==> src/rtl/lr_hs4_sync_bridge.sv <==
// Bridge from a 4-phase bundled-data REQ/ACK channel into a clocked valid/ready FIFO stream.
// Optional protocol checking (ERR_O) is enabled by defining LR_HS4_PROTOCOL_CHECK_EN.
module lr_hs4_sync_bridge #(
    parameter int WIDTH       = 8,
    parameter int DEPTH       = 4,
    parameter int SYNC_STAGES = 2
) (
    input  logic                       CP,
    input  logic                       RN,
    input  logic                       REQ_I,
    input  logic [WIDTH-1:0]           D_I,
    output logic                       ACK_O,
    output logic                       VALID_O,
    input  logic                       READY_I,
    output logic [WIDTH-1:0]           D_O,
    output logic [$clog2(DEPTH+1)-1:0] LEVEL_O,
`ifdef LR_HS4_PROTOCOL_CHECK_EN
    output logic                       ERR_O,
`endif
    output logic                       o_dbg_state
);

    localparam int PTR_W = $clog2(DEPTH);
    localparam int LVL_W = $clog2(DEPTH+1);

    typedef enum logic {S_IDLE = 1'b0, S_ACK_HI = 1'b1} state_t;

    state_t                 r_state;
    logic                   r_ack;
    logic [SYNC_STAGES-1:0] r_sync;
    logic [WIDTH-1:0]       r_mem [DEPTH];
    logic [PTR_W-1:0]       r_wr_ptr;
    logic [PTR_W-1:0]       r_rd_ptr;
    logic [LVL_W-1:0]       r_level;

    logic w_req_s;
    logic w_full;
    logic w_push;
    logic w_pop;
    logic w_err;

    assign w_req_s = r_sync[SYNC_STAGES-1];
    assign w_full  = (r_level == LVL_W'(DEPTH));
    assign w_pop   = (r_level != '0) && READY_I;
    assign w_push  = (r_state == S_IDLE) && w_req_s && !w_full && !w_err;

`ifdef LR_HS4_PROTOCOL_CHECK_EN
    logic r_blocked;
    logic r_disagree;
    logic r_err;
    logic w_withdraw;
    logic w_glitch;

    // A normal REQ edge makes the first two flops disagree for exactly one sample.
    assign w_withdraw = (r_state == S_IDLE) && r_blocked && !w_req_s;
    assign w_glitch   = (r_state == S_ACK_HI) && r_disagree && (r_sync[0] != r_sync[1]);
    assign w_err      = w_withdraw || w_glitch;
    assign ERR_O      = r_err;

    always_ff @(posedge CP or negedge RN) begin
        if (!RN) begin
            r_blocked  <= 1'b0;
            r_disagree <= 1'b0;
            r_err      <= 1'b0;
        end else begin
            r_disagree <= (r_sync[0] != r_sync[1]);
            if (w_err) begin
                r_err <= 1'b1;
            end
            if (r_state == S_IDLE && w_req_s && w_full) begin
                r_blocked <= 1'b1;
            end else if (r_state != S_IDLE || !w_req_s || w_push) begin
                r_blocked <= 1'b0;
            end
        end
    end
`else
    assign w_err = 1'b0;
`endif

    always_ff @(posedge CP or negedge RN) begin
        if (!RN) begin
            r_sync <= '0;
        end else begin
            r_sync <= {r_sync[SYNC_STAGES-2:0], REQ_I};
        end
    end

    always_ff @(posedge CP or negedge RN) begin
        if (!RN) begin
            r_state <= S_IDLE;
            r_ack   <= 1'b0;
        end else begin
            case (r_state)
                S_IDLE: begin
                    if (w_push) begin
                        r_state <= S_ACK_HI;
                        r_ack   <= 1'b1;
                    end
                end
                S_ACK_HI: begin
                    if (!w_req_s || w_err) begin
                        r_state <= S_IDLE;
                        r_ack   <= 1'b0;
                    end
                end
                default: begin
                    r_state <= S_IDLE;
                    r_ack   <= 1'b0;
                end
            endcase
        end
    end

    // D_I is only sampled once req_s is high, so the bundling constraint keeps it stable here.
    always_ff @(posedge CP or negedge RN) begin
        if (!RN) begin
            for (int i = 0; i < DEPTH; i++) begin
                r_mem[i] <= '0;
            end
            r_wr_ptr <= '0;
            r_rd_ptr <= '0;
            r_level  <= '0;
        end else begin
            if (w_push) begin
                r_mem[r_wr_ptr] <= D_I;
                r_wr_ptr        <= r_wr_ptr + PTR_W'(1);
            end
            if (w_pop) begin
                r_rd_ptr <= r_rd_ptr + PTR_W'(1);
            end
            case ({w_push, w_pop})
                2'b10:   r_level <= r_level + LVL_W'(1);
                2'b01:   r_level <= r_level - LVL_W'(1);
                default: r_level <= r_level;
            endcase
        end
    end

    assign ACK_O       = r_ack;
    assign VALID_O     = (r_level != '0);
    assign D_O         = r_mem[r_rd_ptr];
    assign LEVEL_O     = r_level;
    assign o_dbg_state = (r_state == S_ACK_HI);

endmodule

==> config.mk <==
export PLATFORM = sky130hd
export DESIGN_NAME = lr_hs4_sync_bridge
export DESIGN_NICKNAME = d
export VERILOG_FILES = /design/src/rtl/lr_hs4_sync_bridge.sv
export SDC_FILE = /design/constraint.sdc
export NUM_CORES = 1
export LEC_CHECK = 0
export ABC_AREA = 1
export BUFFER_PORTS_ARGS = -buffer_cell sky130_fd_sc_hd__buf_2
export CORE_UTILIZATION = 52
export CTS_CLUSTER_DIAMETER = 120
export DETAILED_ROUTE_END_ITERATION = 8
export PLACE_DENSITY = 0.69
export SLEW_MARGIN = 30
export SYNTH_ARGS = -nofsm -noshare
export SYNTH_HDL_FRONTEND = slang
export SYNTH_SLANG_ARGS = --single-unit
==> constraint.sdc <==
create_clock -name CP -period 3.2 [get_ports CP]
set_input_delay 0.16 -clock CP [delete_from_list [all_inputs] [get_ports CP]]
set_output_delay 0.16 -clock CP [all_outputs]
set_load 0.01 [all_outputs]
==> results_dict.tcl, run 1 <==
set metrics [dict create \
    outcome "finished, final reports clean" \
    synth_area_mm2 0.002187 \
    htree_levels 2 \
    path_class "flop to primary output" \
    insertion_delay_ns 0.29 \
    crit_fanout 19 \
    route.detailed.drc 0 \
    vdd_ir_drop_max_v 0.0004410 \
    syn_area_per_cell_um2 8.444 \
    grt_pass1_vias 1726 \
    yosys.cell_types.count 19 \
    min_path_type "primary input to flop" \
    fin_crit_ns 2.022 \
    synthCells 259 \
    wl_per_cell_um 14.42 \
    start_kind "flop" \
    cts_buffers 5 \
    grt_max_degree 39 \
    drive_gt1_share_pct 15.66 \
    tns_ns 0 \
    initial_core_util_pct 54.29 \
    dr.pass1.iters 4 \
    vias_per_cell 5.489 \
    die_w_um 66.86 \
    overflow 0 \
    p_leak_nw 1.243 \
    crit_required_ns 3.04 \
    postCtsResizedCells 0 \
    coreArea_mm2 0.004029 \
    dieArea_mm2 0.004470 \
    cts_hold_buf 2 \
    rows 23 \
    fmax_ghz 0.4946 \
    fp.dieH_um 66.86 \
    cts_root_buffer "clkbuf_8" \
    finalHoldViolations 0 \
    final_cell_mix "nand2_1, dfrtp_1, nand4_1, o21ai_0, buf_2" \
    clk_pin_slew_ns 0.08 \
    antenna_found_initial 0 \
    port_buffers 25 \
    drt_iter0_drc 169 \
    ys_warn_count 0 \
    n_antenna_cell 0 \
    cts_setup_buffers 0 \
    cts_tree "done" \
    tightest_slew_ns 0.6711 \
    place_congestion 0.7426 \
    synth_seq_cells 43 \
    grt_pass1_wl_mm 8.293 \
    grt_use_total_pct 25.63 \
    fin_skew_ns 0.005396 \
    via_count 1817 \
    ant_nets 0 \
    io_pins 26 \
    clk_path_buf_depth 2 \
    max_slew_margin_pct 55.26 \
    cellPowerDensity_mw_per_mm2 1065 \
    dp.final_hpwl_mm 3.112 \
    final_cells 331 \
    setup_viol 0 \
    final_nets 298 \
    area_growth_syn_to_layout_pct 11.33 \
    crit_arrival_ns 1.86 \
    clock_sinks 43 \
    synth_nets 277 \
    wirelength_mm 4.774 \
    rsz0062_at_grt "no" \
    cap_violations 0 \
    post-route-period-util_pct 63.19 \
    placedCellCount 321 \
    maxSlewViolCount 0 \
    crit_path_end_kind "primary output" \
    final_common_cell "nand2_1" \
    yosysSeqAreaShare_pct 49.20 \
]
-- metrics by stage --
stage | area (µm²) | setup WS, ns | hold WS [ns] | power [mW] | util (%)
6_report | 2435 | 1.178 | 0.1364 | 2.592 | 60.43
3_5_place_dp | 2282 | 1.374 | 0.1676 | 2.119 | 56.65
5_1_grt | 2435 | 0.9717 | 0.1389 | 2.843 | 60.43
2_1_floorplan | 2187 | 1.389 | -0.1356 | 1.822 | -
4_1_cts | 2435 | 1.142 | 0.1280 | 2.617 | 60.43
3_3_place_gp | 2255 | 1.420 | 0.2724 | 2.077 | 55.96
-- worst paths after layout --
check                       startpoint     endpoint  slack, ns  cells past startpoint
setup / recovery           r_rd_ptr[0]       D_O[6]       1.18                      4
hold / removal                 READY_I  r_rd_ptr[0]       0.14                      3
setup reg to reg           o_dbg_state   LEVEL_O[1]       1.36                      6
hold reg to reg              r_sync[0]    r_sync[1]       0.35                      0
max in group asynchronous           RN    r_mem[28]       2.32                      3
min in group asynchronous           RN   LEVEL_O[1]       0.38                      2
-- Yosys cell counts (all sizes together) --
cell type	instances	area (µm²)
nand3	9	62.56
nor2	26	107.6
ha	5	62.56
xnor2	1	8.760
o21ai	27	135.1
nand2	85	324.1
buf	16	135.1
nand4	33	206.5
fa	1	20.02
dfrtp	43	1076
inv	13	48.80
-- registers in the layout, summed over array words and instances (netlist names) --
| register | cells |
|---|---|
| o_dbg_state | 1 |
| LEVEL_O | 3 |
| ACK_O | 1 |
| r_sync | 2 |
| r_mem | 32 |
| r_rd_ptr | 2 |
| r_wr_ptr | 2 |
-- area by class of cell --
cell class,count,area (µm²)
clock inverters,2,60.06
flip-flops and latches,43,1076
multi-input cells,187,927.1
fillers,382,1594
clock buffers,6,72.57
inverters,13,48.80
well taps,50,62.56
repair buffers,30,187.7
-- layer usage --
layer / global-route usage [%] / up-vias / wire length, µm
met1: 35.66 / 845 / 2123
met5: 0 / - / 0
met4: 6.383 / 0 / 35
met3: 5.822 / 4 / 379
li1: - / 903 / -
met2: 40.28 / 65 / 2236
-- worst max-delay path, stage by stage (launching register included) --
cell and delay (ns):
dfrtp_1 0.78, inv_2 0.30, o21ai_0 0.23, o21ai_0 0.11, buf_2 0.15
-- power breakdown --
| group | total, mW | internal (mW) | switching [mW] |
|---|---|---|---|
| Combinational | 1.10 | 0.398 | 0.701 |
| Sequential | 1.00 | 0.804 | 0.195 |
| Clock | 0.493 | 0.312 | 0.181 |
| Total | 2.59 | 1.51 | 1.08 |
-- kinds of logic after synthesis --
| logic type | after synthesis | synth area share (%) |
|---|---|---|
| AOI/OAI and AO/OA | 27 | 6.179 |
| and+or+nand+nor | 153 | 32.04 |
| xor gates and xnor gates | 1 | 0.4005 |
| buffers and inverters | 29 | 8.410 |
| DFF | 43 | 49.20 |
| adders and majority gates | 6 | 3.776 |
Power figures use the tool's default switching activity.
==> run 2, diff against run 1 <==
--- a/config.mk
+++ b/config.mk
@@ -5,12 +5,12 @@
 export SDC_FILE = /design/constraint.sdc
 export NUM_CORES = 1
 export LEC_CHECK = 0
-export ABC_AREA = 1
+export ABC_AREA = 0
 export BUFFER_PORTS_ARGS = -buffer_cell sky130_fd_sc_hd__buf_2
 export CORE_UTILIZATION = 52
 export CTS_CLUSTER_DIAMETER = 120
 export DETAILED_ROUTE_END_ITERATION = 8
-export PLACE_DENSITY = 0.69
+export PLACE_DENSITY = 0.7
 export SLEW_MARGIN = 30
 export SYNTH_ARGS = -nofsm -noshare
 export SYNTH_HDL_FRONTEND = slang
==> constraint.sdc (replaced) <==
create_clock -name CP -period 1.9 [get_ports CP]
set_input_delay 0.095 -clock CP [delete_from_list [all_inputs] [get_ports CP]]
set_output_delay 0.095 -clock CP [all_outputs]
set_load 0.01 [all_outputs]
==> run 2 against run 1 <==
Sequential power rose by 68%. Combinational power increased by 82%. Wire length decreased by 23%. First-iteration DRC count decreased by 44%. Clock skew is 0.0027 ns higher. Clock-buffer cell count unchanged. Sequential cell count unchanged. Register-to-register slack got worse by 1.3 ns. Largest cell class unchanged.
==> results_dict.tcl, run 2 <==
set metrics [dict create \
    outcome "finished, final reports clean" \
    io_pins 26 \
    finalHoldViolations 0 \
    fmax_ghz 0.5385 \
    route.detailed.drc 0 \
    final_nets 184 \
    fin_crit_ns 1.857 \
    crit_arrival_ns 2.05 \
    reg2reg_depth 8 \
    crit_cells 8 \
    r2r-end "LEVEL_O[2]" \
    yosysMostFrequentCell "dfrtp_1" \
    drive_gt1_share_pct 61.08 \
    stdcell_area_mm2 0.002497 \
    max_slew_margin_pct 64.51 \
    port_buffers 25 \
    min_path_cells 2 \
    r2r_setup_slack_ns 0.04 \
    yosys.cell_types.count 22 \
    fin_skew_ns 0.008050 \
    clk_path_buf_depth 2 \
    grt_pass1_vias 1261 \
    fp.dieH_um 65.64 \
    placedCellCount 202 \
    yosysSeqAreaShare_pct 51.10 \
    clk_pin_slew_ns 0.08 \
    synth_area_mm2 0.002106 \
    cellPowerDensity_mw_per_mm2 1703 \
    min_to "r_mem[14]" \
    drt_iter0_drc 94 \
    area_growth_syn_to_layout_pct 18.60 \
    ys_warn_count 0 \
    maxSlewViolCount 0 \
    vdd_ir_drop_max_v 0.0009726 \
    synth_seq_cells 43 \
    r2r-start "LEVEL_O[0]" \
    regMostFlops "r_mem" \
    rsz0062_at_grt "yes" \
    synthTopCellsByArea "dfrtp_1, mux2_4, mux4_2" \
    final_cells 215 \
    dp.final_hpwl_mm 2.417 \
    grt_use_total_pct 20.51 \
    synth_nets 141 \
    synthCells 123 \
    pre_cts_ws_ns 0.001201 \
    overflow 0 \
    grt_pass1_wl_mm 6.292 \
    wl_per_cell_um 17.05 \
    cp_cell_sequence "buf_4 -> o31a_4 -> ha_4 -> inv_2 -> fa_2 -> xor2_1 -> nor2_1 -> xor2_1" \
    critPathMaxStageDelay_ns 0.43 \
    dr.pass1.iters 4 \
    num-fill-cells 278 \
    wirelength_mm 3.666 \
    final_cell_mix "dfrtp_1, mux2_4, buf_2, buf_4, mux4_2" \
    coreArea_mm2 0.003771 \
    largest_register_ff_count 32 \
    synth-edff-count 0 \
    dieArea_mm2 0.004308 \
    ant_nets 0 \
    crit_path_end_kind "flop" \
    cp_slowest_cell "dfrtp_2" \
    clock_sinks 43 \
    place_area_mm2 0.002351 \
    vias_per_cell 5.330 \
    grt_max_degree 44 \
    min_path_type "primary input to flop" \
    synthTopCellsByCount "dfrtp_1, mux2_4, mux4_2" \
    path_class "flop to flop" \
    syn_area_per_cell_um2 17.12 \
    antenna_found_initial 0 \
    synth_area_leader_cell "dfrtp_1" \
    cts_tree "done" \
    htree_levels 2 \
    crit_top_cell "xor2_1" \
    hold_start "D_I[6]" \
    synth_top_area_share_pct 51.10 \
    insertion_delay_ns 0.30 \
    cap_violations 0 \
    crit_family "flip-flops" \
    tns_ns 0 \
    rows 22 \
    tightest_slew_ns 0.5324 \
    n_antenna_cell 0 \
    synth_ff_type "dfrtp_1" \
    finalWorstSetupSlack_ns 0.04285 \
    crit_required_ns 2.10 \
    cts_buffers 5 \
    setup_viol 0 \
    place_congestion 0.6652 \
    final_common_cell "dfrtp_1" \
    crit_fanout 5 \
    initial_core_util_pct 55.84 \
    ys_async_sr_fraction_pct 100.0 \
    path_buf_inv 2 \
    start_kind "flop" \
    post-route-util_pct 66.22 \
    die_w_um 65.64 \
    p_leak_nw 1.164 \
    post-route-period-util_pct 97.74 \
    via_count 1146 \
    cts_root_buffer "clkbuf_8" \
]
-- run 2: cell count changes after synthesis, sizes merged, moves of 2 or more --
cell	before	now
xor2	0	3
o21ai	27	1
buf	16	6
nand4	33	0
nor3b	0	2
nand3	9	0
nor2	26	1
inv	13	7
nor4bb	0	4
mux2	0	33
xnor2	1	3
nand2	85	2
mux4	0	8
-- run 2: logic make-up after synthesis --
kind of cell	after synthesis	share of synthesized area [%]
fa+ha+maj	6	3.922
buf+inv	13	3.802
simple gates	10	5.229
flops	43	51.10
compound gates	3	1.069
xor+xnor	6	2.496
mux	42	32.38
-- run 2: report_power, final --
group | switching (mW) | leakage [nW] | internal [mW]
registers | 0.317 | 0.511 | 1.36
clock network | 0.315 | 0.0412 | 0.257
logic | 0.713 | 0.612 | 1.29
total | 1.34 | 1.16 | 2.91
-- run 2: worst max path at each step --
stage	startpoint	end	slack (ns)
global placement	LEVEL_O[1]	LEVEL_O[2]	0.09
finish	LEVEL_O[0]	LEVEL_O[2]	0.04
floorplan	LEVEL_O[0]	LEVEL_O[2]	-0.10
detailed placement	LEVEL_O[1]	LEVEL_O[2]	0.001
CTS	LEVEL_O[1]	LEVEL_O[2]	0.007
global route	LEVEL_O[1]	LEVEL_O[2]	-0.07
-- run 2: metrics by stage --
step,hold slack [ns],power [mW]
2_1_floorplan,-0.2006,3.049
3_5_place_dp,0.2031,3.621
3_3_place_gp,0.1846,3.533
4_1_cts,0.06414,4.253
5_1_grt,0.07420,4.545
6_report,0.07118,4.252
-- run 2: cell type report --
class | instances | area (µm²) | share of cell area, %
Clock buffer | 6 | 72.57 | 2.906
Clock inverter | 2 | 12.51 | 0.5010
Inverter | 7 | 26.28 | 1.052
Multi-Input combinational cell | 67 | 977.2 | 39.13
Sequential cell | 43 | 1079 | 43.19
Tap cell | 48 | 60.06 | 2.405
Timing Repair Buffer | 42 | 270.3 | 10.82
-- run 2: layer usage --
metal  track usage [%]  vias to the layer above  wire [µm]
li1                  -                      524          -
met1             26.80                      586       1691
met2             31.76                       28       1733
met3             4.688                        8        159
met4             10.60                        0         82
met5                 0                        -          0
-- run 2: what timing repair did --
| item | CTS | global route |
|---|---|---|
| resized for setup | 2 | 3 |
| endpoints found under the hold margin | 44 | 0 |
| pin swaps | 0 | 5 |
| endpoints found under the setup margin | 1 | 1 |
| buffers inserted | 2 | 1 |
| hold buffers | 2 | 0 |
==> run 3, diff against run 2 <==
==> constraint.sdc (replaced) <==
create_clock -name CP -period 2.2 [get_ports CP]
set_input_delay 0.11 -clock CP [delete_from_list [all_inputs] [get_ports CP]]
set_output_delay 0.11 -clock CP [all_outputs]
set_load 0.01 [all_outputs]
==> run 3 against run 2 <==
Clock power shrank 17%. Worst hold slack gained 0.027 ns. Die area is the same. Critical path type unchanged. Critical endpoint unchanged. Highest routed layer unchanged.
==> results_dict.tcl, run 3 (same netlist as run 2, synthesis figures left out) <==
set metrics [dict create \
    outcome "finished, final reports clean" \
    htree_levels 2 \
    start_kind "flop" \
    route.detailed.drc 0 \
    cts_buffers 5 \
    stdcell_area_mm2 0.002432 \
    crit_fanout 5 \
    final_cells 211 \
    n_antenna_cell 0 \
    fin_skew_ns 0.004313 \
    insertion_delay_ns 0.29 \
    critPathMaxStageDelay_ns 0.45 \
    post-route-period-util_pct 92.06 \
    crit_required_ns 2.42 \
    wl_per_cell_um 17.74 \
    dr.pass1.iters 4 \
    fp.dieH_um 65.64 \
    regMostFlops "r_mem" \
    num-fill-cells 274 \
    via_count 1105 \
    cts_root_buffer "clkbuf_8" \
    cap_violations 0 \
    setup_viol 0 \
    final_common_cell "dfrtp_1" \
    p_leak_nw 1.143 \
    clock_sinks 43 \
    crit_path_end_kind "flop" \
    seq_area_mm2 0.001077 \
    cts_tree "done" \
    grt_use_total_pct 20.11 \
    port_buffers 25 \
    placedCellCount 196 \
    grt_pass1_vias 1234 \
    final_cell_mix "dfrtp_1, mux2_4, buf_2, buf_4, mux4_2" \
    total_power_mw 3.592 \
    hold_slack_ns 0.09835 \
    io_pins 26 \
    place_congestion 0.6638 \
    area_growth_syn_to_layout_pct 15.51 \
    min_path_type "primary input to flop" \
    ant_nets 0 \
    vdd_ir_drop_max_v 0.0007486 \
    grt_pass1_wl_mm 6.223 \
    cellPowerDensity_mw_per_mm2 1477 \
    rows 22 \
    dieArea_mm2 0.004308 \
    cp_cell_sequence "nor3b_4 -> nor3b_2 -> inv_1 -> ha_1 -> inv_1 -> fa_1 -> xor2_1 -> nor2_1 -> xor2_1" \
    die_w_um 65.64 \
    crit_arrival_ns 2.24 \
    maxSlewViolCount 0 \
    grt_max_degree 44 \
    multi_input_area_um2 954.7 \
    max_slew_margin_pct 64.03 \
    initial_core_util_pct 55.84 \
    vias_per_cell 5.237 \
    path_class "flop to flop" \
    clk_path_buf_depth 2 \
    antenna_found_initial 0 \
    finalHoldViolations 0 \
    dp.final_hpwl_mm 2.501 \
    final_nets 180 \
    overflow 0 \
    drt_iter0_drc 73 \
    tightest_slew_ns 0.5395 \
    place_area_mm2 0.002282 \
    drive_gt1_share_pct 57.67 \
    coreArea_mm2 0.003771 \
    wirelength_mm 3.743 \
    clk_pin_slew_ns 0.08 \
    cp_slowest_cell "dfrtp_2" \
    largest_register_ff_count 32 \
    fmax_ghz 0.4937 \
    fin_crit_ns 2.025 \
]
run 3: changes by cell type in the layout (fill, tap and decap cells not counted), moves of 2 or more:
| cell | previous run | this run |
|---|---|---|
| buf_4 | 14 | 12 |
| clkinv_2 | 1 | 3 |
| inv_1 | 5 | 7 |
| inv_2 | 2 | 0 |
run 3: worst paths after layout:
path,start,endpoint,slack (ns),cells after the start
max,LEVEL_O[1],LEVEL_O[2],0.17,9
min,D_I[1],r_mem[1],0.1,2
max reg2reg,LEVEL_O[1],LEVEL_O[2],0.17,9
min reg2reg,r_sync[0],r_sync[1],0.36,0
max in group asynchronous,RN,LEVEL_O[1],1.46,2
min in group asynchronous,RN,r_mem[28],0.35,2
run 3: area by class of cell:
type                            count  share of cell area [%]
Inverter                            7                   1.080
Tap cell                           48                   2.469
Clock inverter                      3                  0.6173
Sequential cell                    43                   44.29
Clock buffer                        5                   2.829
Timing Repair Buffer               38                   9.465
Multi-Input combinational cell     67                   39.25
run 3: timing repair:
item	4_1_cts	5_1_grt
setup endpoints to repair	0	1
gates resized for setup	0	2
endpoints found under the hold margin	27	0
setup buffers	0	5
hold buffers	2	0
run 3: routing by layer:
| metal | GRT usage [%] | wire [µm] | vias up |
|---|---|---|---|
| met5 | 0 | 0 | - |
| met4 | 4.891 | 18 | 0 |
| met3 | 6.771 | 153 | 2 |
| met2 | 32.78 | 1837 | 23 |
| met1 | 25.63 | 1733 | 568 |
| li1 | - | - | 512 |
run 3: critical path: cells and delay by family, from the launching register on:
kind	cells	cell delay, ns
xor gates and xnor gates	2	0.30
DFF	1	0.45
adders and majority gates	2	0.56
buffers and inverters	2	0.15
and+or+nand+nor	3	0.50
run 3: where the power goes:
part | switching [mW] | leakage (nW) | total (mW) | internal, mW
sequential | 0.284 | 0.512 | 1.46 | 1.17
combinational | 0.600 | 0.583 | 1.66 | 1.06
clock | 0.259 | 0.0477 | 0.477 | 0.217
total | 1.14 | 1.14 | 3.59 | 2.45
run 3: stage by stage:
| step | setup TNS (ns) | setup slack (ns) | util [%] |
|---|---|---|---|
| finish | 0 | 0.1746 | 64.50 |
| global route | -0.002274 | -0.002274 | 64.50 |
| CTS | 0 | 0.01000 | 63.27 |
| detailed placement | 0 | 0.03232 | 60.52 |
| global placement | 0 | 0.1098 | 60.52 |
| floorplan | 0 | 0.1473 | - |
